## src/rtl/reset_sequencer.sv

```systemverilog
// -----------------------------------------------------------------------------
// reset_sequencer
//
// Multi-domain reset generator sitting between the board reset pin and the
// core. All CHANNELS active-low reset outputs are asserted asynchronously when
// reset_n goes low. After reset_n rises the release is synchronised, a
// hold-off elapses, and the channels are released one at a time in ascending
// order with a fixed gap between them. Software can re-reset any non-empty
// subset of channels while the block is idle; unselected channels stay
// released throughout.
//
// Parameters
//   CHANNELS       number of reset outputs (1..32)
//   SYNC_STAGES    synchroniser depth on the reset_n release path (>= 2)
//   HOLDOFF_CYCLES cycles of synchronised reset high before the first release;
//                  also the software-reset hold time (>= 1)
//   RELEASE_GAP    cycles between consecutive channel releases (>= 1)
//
// Ports
//   clk            single clock for all logic
//   reset_n        raw board reset, asynchronous, active-low
//   sw_reset_req   software reset request, level-sampled on clk
//   sw_reset_mask  channels to re-reset, sampled together with sw_reset_req
//   nreset         active-low channel resets, bit 0 released first (registered)
//   ready          high when every channel is released and the block is idle
//                  (registered)
// -----------------------------------------------------------------------------
module reset_sequencer #(
    parameter int CHANNELS       = 4,
    parameter int SYNC_STAGES    = 2,
    parameter int HOLDOFF_CYCLES = 4,
    parameter int RELEASE_GAP    = 16
) (
    input  logic                clk,
    input  logic                reset_n,
    input  logic                sw_reset_req,
    input  logic [CHANNELS-1:0] sw_reset_mask,
    output logic [CHANNELS-1:0] nreset,
    output logic                ready
);

    localparam int MAX_CNT = (HOLDOFF_CYCLES > RELEASE_GAP) ? HOLDOFF_CYCLES : RELEASE_GAP;
    localparam int CW      = $clog2(MAX_CNT + 1);

    // Terminal counts. The software hold starts counting on the edge after the
    // request, so it ends at HOLDOFF_CYCLES-1. The power-on hold-off is entered
    // one edge after the synchroniser output is first seen high, and that
    // observing edge already counts as the first hold-off cycle, so the
    // HOLDOFF state ends one count earlier. With HOLDOFF_CYCLES == 1 the
    // HOLDOFF state is skipped entirely and HOLD_PWR_LAST is never used.
    localparam logic [CW-1:0] HOLD_LAST     = CW'(HOLDOFF_CYCLES - 1);
    localparam logic [CW-1:0] HOLD_PWR_LAST = CW'(HOLDOFF_CYCLES - 2);
    localparam logic [CW-1:0] GAP_LAST      = CW'(RELEASE_GAP - 1);

    typedef enum logic [2:0] {
        ST_SYNC       = 3'd0,
        ST_HOLDOFF    = 3'd1,
        ST_RELEASE    = 3'd2,
        ST_IDLE       = 3'd3,
        ST_SW_HOLD    = 3'd4,
        ST_SW_RELEASE = 3'd5
    } state_t;

    // Isolate the lowest set bit of a channel vector (two's complement trick).
    function automatic logic [CHANNELS-1:0] f_lowest_set(input logic [CHANNELS-1:0] v);
        return v & ((~v) + CHANNELS'(1));
    endfunction

    // Registers
    logic [SYNC_STAGES-1:0] r_sync;
    state_t                 r_state;
    logic [CW-1:0]          r_cnt;
    logic [CHANNELS-1:0]    r_pend;     // channels still waiting to be released
    logic [CHANNELS-1:0]    r_nreset;
    logic                   r_ready;

    // Next-state / helper wires
    state_t                 w_state_n;
    logic [CW-1:0]          w_cnt_n;
    logic [CHANNELS-1:0]    w_pend_n;
    logic [CHANNELS-1:0]    w_nreset_n;
    logic                   w_ready_n;
    logic                   w_sync_out;
    logic [CHANNELS-1:0]    w_low;
    logic [CHANNELS-1:0]    w_rel_nreset;
    logic [CHANNELS-1:0]    w_rel_pend;
    logic                   w_rel_last;

    assign w_sync_out = r_sync[SYNC_STAGES-1];

    // A release step always frees the lowest pending channel; whether it was
    // the last one decides between continuing and going idle.
    assign w_low        = f_lowest_set(r_pend);
    assign w_rel_nreset = r_nreset | w_low;
    assign w_rel_pend   = r_pend & ~w_low;
    assign w_rel_last   = (w_rel_pend == {CHANNELS{1'b0}});

    // Release-path synchroniser for the raw reset; cleared asynchronously.
    always_ff @(posedge clk or negedge reset_n) begin
        if (!reset_n) begin
            r_sync <= {SYNC_STAGES{1'b0}};
        end else begin
            r_sync <= {r_sync[SYNC_STAGES-2:0], 1'b1};
        end
    end

    // Sequencer state, counter and output registers.
    always_ff @(posedge clk or negedge reset_n) begin
        if (!reset_n) begin
            r_state  <= ST_SYNC;
            r_cnt    <= {CW{1'b0}};
            r_pend   <= {CHANNELS{1'b0}};
            r_nreset <= {CHANNELS{1'b0}};
            r_ready  <= 1'b0;
        end else begin
            r_state  <= w_state_n;
            r_cnt    <= w_cnt_n;
            r_pend   <= w_pend_n;
            r_nreset <= w_nreset_n;
            r_ready  <= w_ready_n;
        end
    end

    // Next-state and next-output logic for the release sequencer.
    always_comb begin
        w_state_n  = r_state;
        w_cnt_n    = r_cnt;
        w_pend_n   = r_pend;
        w_nreset_n = r_nreset;
        w_ready_n  = r_ready;

        case (r_state)
            ST_SYNC: begin
                // Every channel is pending for the power-on release.
                w_pend_n = {CHANNELS{1'b1}};
                w_cnt_n  = {CW{1'b0}};
                if (w_sync_out) begin
                    if (HOLDOFF_CYCLES == 1) begin
                        // r_pend is already all-ones: it was loaded on edge 1
                        // and the synchroniser needs at least two edges.
                        w_nreset_n = w_rel_nreset;
                        w_pend_n   = w_rel_pend;
                        if (w_rel_last) begin
                            w_ready_n = 1'b1;
                            w_state_n = ST_IDLE;
                        end else begin
                            w_state_n = ST_RELEASE;
                        end
                    end else begin
                        w_state_n = ST_HOLDOFF;
                    end
                end else begin
                    w_state_n = ST_SYNC;
                end
            end

            ST_HOLDOFF: begin
                if (r_cnt == HOLD_PWR_LAST) begin
                    w_cnt_n    = {CW{1'b0}};
                    w_nreset_n = w_rel_nreset;
                    w_pend_n   = w_rel_pend;
                    if (w_rel_last) begin
                        w_ready_n = 1'b1;
                        w_state_n = ST_IDLE;
                    end else begin
                        w_state_n = ST_RELEASE;
                    end
                end else begin
                    w_cnt_n = r_cnt + CW'(1);
                end
            end

            ST_RELEASE, ST_SW_RELEASE: begin
                // Pending set only holds channels still to go, so unmasked
                // channels are skipped without consuming a gap.
                if (r_cnt == GAP_LAST) begin
                    w_cnt_n    = {CW{1'b0}};
                    w_nreset_n = w_rel_nreset;
                    w_pend_n   = w_rel_pend;
                    if (w_rel_last) begin
                        w_ready_n = 1'b1;
                        w_state_n = ST_IDLE;
                    end else begin
                        w_state_n = r_state;
                    end
                end else begin
                    w_cnt_n = r_cnt + CW'(1);
                end
            end

            ST_IDLE: begin
                w_ready_n = 1'b1;
                w_cnt_n   = {CW{1'b0}};
                if (sw_reset_req && (sw_reset_mask != {CHANNELS{1'b0}})) begin
                    w_nreset_n = r_nreset & ~sw_reset_mask;
                    w_ready_n  = 1'b0;
                    w_pend_n   = sw_reset_mask;
                    w_state_n  = ST_SW_HOLD;
                end else begin
                    w_state_n = ST_IDLE;
                end
            end

            ST_SW_HOLD: begin
                if (r_cnt == HOLD_LAST) begin
                    w_cnt_n    = {CW{1'b0}};
                    w_nreset_n = w_rel_nreset;
                    w_pend_n   = w_rel_pend;
                    if (w_rel_last) begin
                        w_ready_n = 1'b1;
                        w_state_n = ST_IDLE;
                    end else begin
                        w_state_n = ST_SW_RELEASE;
                    end
                end else begin
                    w_cnt_n = r_cnt + CW'(1);
                end
            end

            default: begin
                // Illegal encoding: fall back to a full, safe restart.
                w_state_n  = ST_SYNC;
                w_cnt_n    = {CW{1'b0}};
                w_pend_n   = {CHANNELS{1'b0}};
                w_nreset_n = {CHANNELS{1'b0}};
                w_ready_n  = 1'b0;
            end
        endcase
    end

    assign nreset = r_nreset;
    assign ready  = r_ready;

endmodule

```

## config.mk

```make
export PLATFORM = sky130hd
export DESIGN_NAME = reset_sequencer
export DESIGN_NICKNAME = d
export VERILOG_FILES = /design/src/rtl/reset_sequencer.sv
export SDC_FILE = /design/constraint.sdc
export NUM_CORES = 1
export LEC_CHECK = 0
export ABC_AREA = 1
export CORE_ASPECT_RATIO = 1.2
export CORE_MARGIN = 1.5
export CORE_UTILIZATION = 40
export DETAILED_ROUTE_END_ITERATION = 7
export SYNTH_ARGS = -nofsm -noshare
export SYNTH_HDL_FRONTEND = slang
export SYNTH_SLANG_ARGS = --single-unit
```

## constraint.sdc

```tcl
create_clock -name clk -period 2.6 [get_ports clk]
set_input_delay 0.52 -clock clk [delete_from_list [all_inputs] [get_ports clk]]
set_output_delay 0.52 -clock clk [all_outputs]
set_load 0.05 [all_outputs]
```

== After elaboration in Yosys (flattened, before gate mapping) ==
Index checks and enable logic that the tools add are counted.
Widths: inputs -> output; s select.
Word-level totals
  flip-flop bits (word level): 19
  input port bits: 7
  output and inout port bits: 5
Cells by class
  $add $sub $neg: 2
  equality and inequality tests: 13
  mux-type cells: 29
  bitwise logic cells: 8
  reduce and logical (&&, ||, !) cells: 9
Operators with widths (number)
  $pmux 4 s5: 2
  $mux 4: 8
  $mux 3: 6
  $mux 5: 3
  $pmux 3 s5: 1
  $pmux 5 s3: 1
  $and 4x4->4: 3
  $not 4->4: 3
  $reduce_and 4->1: 3
  $eq 5x2->1 const B: 2
  $ne 2x2->1 const B: 5
  $mux 1: 7
  $eq 3x2->1 const B: 2
  $eq 3x3->1 const B: 2
  $add 5x1->5 const B: 1
  $eq 5x4->1 const B: 1
  $pmux 1 s5: 1
  $reduce_and 5->1: 1
  $add 4x1->4 const B: 1
  $logic_not 4->1: 1
  $or 4x4->4: 1
  $reduce_bool 4->1: 1
  $eq 3x1->1 const B: 1
  $logic_not 3->1: 1
  other kinds (3): 3

== Longest topological paths before layout ==
  depth in word-level cells: 9
  gate-level depth with buffers: 11
  gate-level depth less buffers: 11

== Worst setup path after synthesis ==
Ideal clock, no wire load.
  kind: flip-flop to flip-flop
  start point: register r_cnt[0]
  end point: register r_pend[2]
  library setup time: 0.119 ns
  arrival time: 1.398 ns
  slack: 1.083 ns
  cell stages (with the launch flop): 12
  path buffers: 1
  clock period less this slack: 1.517 ns
  cell sequence: dfrtp_1 -> ha_1 -> nand3_1 -> inv_1 -> ha_1 -> inv_1 -> nand2_1 -> nand2_1 -> nor2_2 -> buf_6 -> nand2_1 -> o21ai_2
On the way
  longest elaborated chain between the ends: 3
RTL lines
  start: declaration: line 72  | logic [CW-1:0] r_cnt;
  start signal: assignment: line 111  | r_cnt <= {CW{1'b0}};
  start signal: assignment: line 117  | r_cnt <= w_cnt_n;
  $eq 5x2->1 (tied with other cells): line 205  | if (r_cnt == HOLD_LAST) begin
  $ne 2x2->1 (no line)
  $reduce_and 4->1 (no line) (*)
  end signal: assignment: line 112  | r_pend <= {CHANNELS{1'b0}};
  end signal: assignment: line 118  | r_pend <= w_pend_n;
  end: declaration: line 73  | logic [CHANNELS-1:0] r_pend;
Every way passes the cells marked *; elsewhere a longest branch is shown, timed or not.
A chain may end at the register's enable or synchronous reset.

== Final worst setup path ==
  start point: register r_nreset[1] (netlist: nreset[1])
  end point: output nreset[1]
RTL lines
  start: declaration: line 74  | logic [CHANNELS-1:0] r_nreset;
  start signal: assignment: line 113  | r_nreset <= {CHANNELS{1'b0}};
  start signal: assignment: line 119  | r_nreset <= w_nreset_n;
  end: declaration: line 38  | output logic [CHANNELS-1:0] nreset,
No word-level cell between the ends.

==> impl_metrics.toml <==
[clock_network]
worstSkewPairLatency_ns = 0.31
cts-resized-gates = 0
clkSlewWorstSetupHoldPaths_ns = 0.12
post_cts_buffers = 0
cts-root-buf = "clkbuf_4"
cts.htree.levels = 1
hold_buffers = 0
cts_tree = "yes"
cts-buffers-inserted = 3
cts.path.max_buffers = 2
cts.sinks = 19

[sta]
period_share_pct = 79.6
fin_crit_ns = 2.07
skew_ns = 0.00885
final_hold_viol_count = 0
max_slew.worst_pin.slew_ns = 0.501
holdWs_ns = 0.362
timing.final.max_slew_violations = 0
setup_viol_count_final = 0
rsz0062_at_grt = "false"
fin_setup_tns_ns = 0
max_freq_ghz = 0.483
slew_headroom_pct = 66.5

[synth]
synth_edf_count = 0
synth.avg_cell_area_um2 = 6.96
synth_top_area_share_pct = 39.5
synthFlopType = "dfrtp_1"
synthTopCellsByCount = "nand2_1, dfrtp_1, nand3_1, nor2_1, inv_1"
yosys-top-cells-area = "dfrtp_1, nand2_1, nand3_1, nor2_1, inv_1"
netlist_instances = 173
synth_area_mm2 = 0.00120
synth_top_area_cell = "dfrtp_1"
ys_ff_latch = 19
yosys_warnings = 0
syn_nets = 184
synth_most_common_cell = "nand2_1"
synth.distinct_cells = 24
ys_seq_area_share_pct = 39.5
async_flop_share_pct = 100

[final_layout]
fillers = 306
diodes = 0
multiInputGateArea_um2 = 634
fin_nets = 199
seqCellArea_um2 = 475
drive_gt1_share_pct = 9.63
area_growth_pct = 14.0

[floorplanning]
initial_core_util_pct = 42.4
die_area_mm2 = 0.00335
die_h_um = 63.1
die_w_um = 53.1
core.rowCount = 21
ios = 12
coreArea_mm2 = 0.00284

[setup_path]
slowest_delay_ns = 0.82
critPathSlowestCell = "clkdlybuf4s50_1"
worstPathMaxFanout = 4
endpoint_kind = "output pin"
path_buf_inv = 1
crit_family = "buffers and inverters"
worstSetupPathType = "flop to output pin"
start_kind = "flop"
critPathRequiredTime_ns = 2.08
path_cells = "clkdlybuf4s50_1"
worstPathArrival_ns = 1.55

[routing]
wl_mm = 2.49
via_per_inst = 4.93
dr_total_vias = 1089
wl_per_cell_um = 11.3
drc_errors = 0
drtAntennaViolNets = 0
drtIter0Drc = 25
drt_first_pass_iters = 4

[grt]
grt-ovfl-total = 0
grtUsageMet1_pct = 22.1
grt.met2_usage_pct = 27.3
grt_first_pass_wirelength_mm = 4.36
grt_usage_pct = 17.2
grt_pass1_vias = 1046
grt_max_degree = 20
busiest_layer = "met2"
antenna_found_initial = 0
met3_usage_pct = 2.61

[place]
dp_hpwl_mm = 1.88
portBuffers = 11
gp_congestion = 0.846

[power]
ir_drop_mv = 0.530
finalPower_mw = 1.72
p_leak_nw = 0.745
power_density_mw_per_mm2 = 1250

[run]
drv_cap = 0

[outcome]
outcome = "finished clean"

[hold_path]
hold_class = "flop to flop"
## per-stage QoR
step	utilization (%)	setup WS, ns	instance area [um^2]	std cells
floorplan	-	1.08	1200	173
global placement	47.4	0.413	1350	217
detailed placement	47.4	0.357	1350	217
CTS	48.4	0.513	1370	221
global route	48.4	0.367	1370	221
finish	48.4	0.531	1370	221
## routing by layer
metal | routed length [um] | vias to the layer above
met5 | 0 | -
li1 | - | 565
met1 | 1190 | 498
met4 | 39 | 0
met2 | 1180 | 22
met3 | 82 | 4
## cells in the final DEF, fill, tap and decap left out
cell / n
buf_4: 1
xor2_1: 2
inv_1: 16
clkinv_1: 1
dfrtp_1: 19
inv_2: 3
o21ai_2: 2
nor2_2: 1
nand2_1: 66
nor3_4: 1
nand2_2: 3
nor2_1: 19
nand3_1: 19
nand3b_1: 1
a21oi_1: 1
nand3_2: 1
clkinv_2: 1
nand2_4: 1
a21boi_0: 1
ha_1: 4
clkdlybuf4s50_1: 11
or2_2: 1
clkbuf_4: 3
o21bai_1: 1
o21ai_0: 7
conb_1: 1
## kinds of logic (layout without fill, tap and decap cells)
logic type | Yosys count | in the layout | synth area share [%]
other cells | 1 | 1 | 0.312
flops | 19 | 19 | 39.5
xor+xnor | 2 | 2 | 1.46
simple gates | 113 | 113 | 40.8
fa+ha+maj | 4 | 4 | 4.16
buf+inv | 22 | 36 | 7.80
compound gates | 12 | 12 | 6.03
## flip-flops by register name, indices dropped and copies added, names as in the netlist
signal,cells
r_state,3
r_sync,2
r_pend,4
ready,1
r_cnt,5
nreset,4
## cell type report
class                      count  share of cell area, %
multi-input combinational    132                   46.2
timing repair buffer          12                   8.57
inverter                      20                   5.47
clock buffer                   3                   1.64
sequential                    19                   34.6
tap                           34                   3.10
clock inverter                 1                  0.365
## where the power goes
part | internal, mW | switching (mW) | total (mW)
sequential | 0.398 | 0.0911 | 0.489
clock | 0.0575 | 0.0968 | 0.154
combinational | 0.339 | 0.735 | 1.07
## path summary, 6_finish.rpt
check	startpoint	slack [ns]	depth (start not counted)	end
max	nreset[1]$_DFFE_PN0P_	0.53	1	nreset[1]
max in group asynchronous	reset_n	1.86	2	ready$_DFFE_PN0P_
max reg2reg	r_cnt[0]$_DFF_PN0_	0.62	11	nreset[1]$_DFFE_PN0P_
min reg2reg	r_sync[0]$_DFF_PN0_	0.36	0	r_sync[1]$_DFF_PN0_
min in group asynchronous	reset_n	0.53	2	r_cnt[4]$_DFF_PN0_
min	r_sync[0]$_DFF_PN0_	0.36	0	r_sync[1]$_DFF_PN0_
(Power assumes the default switching activity.)
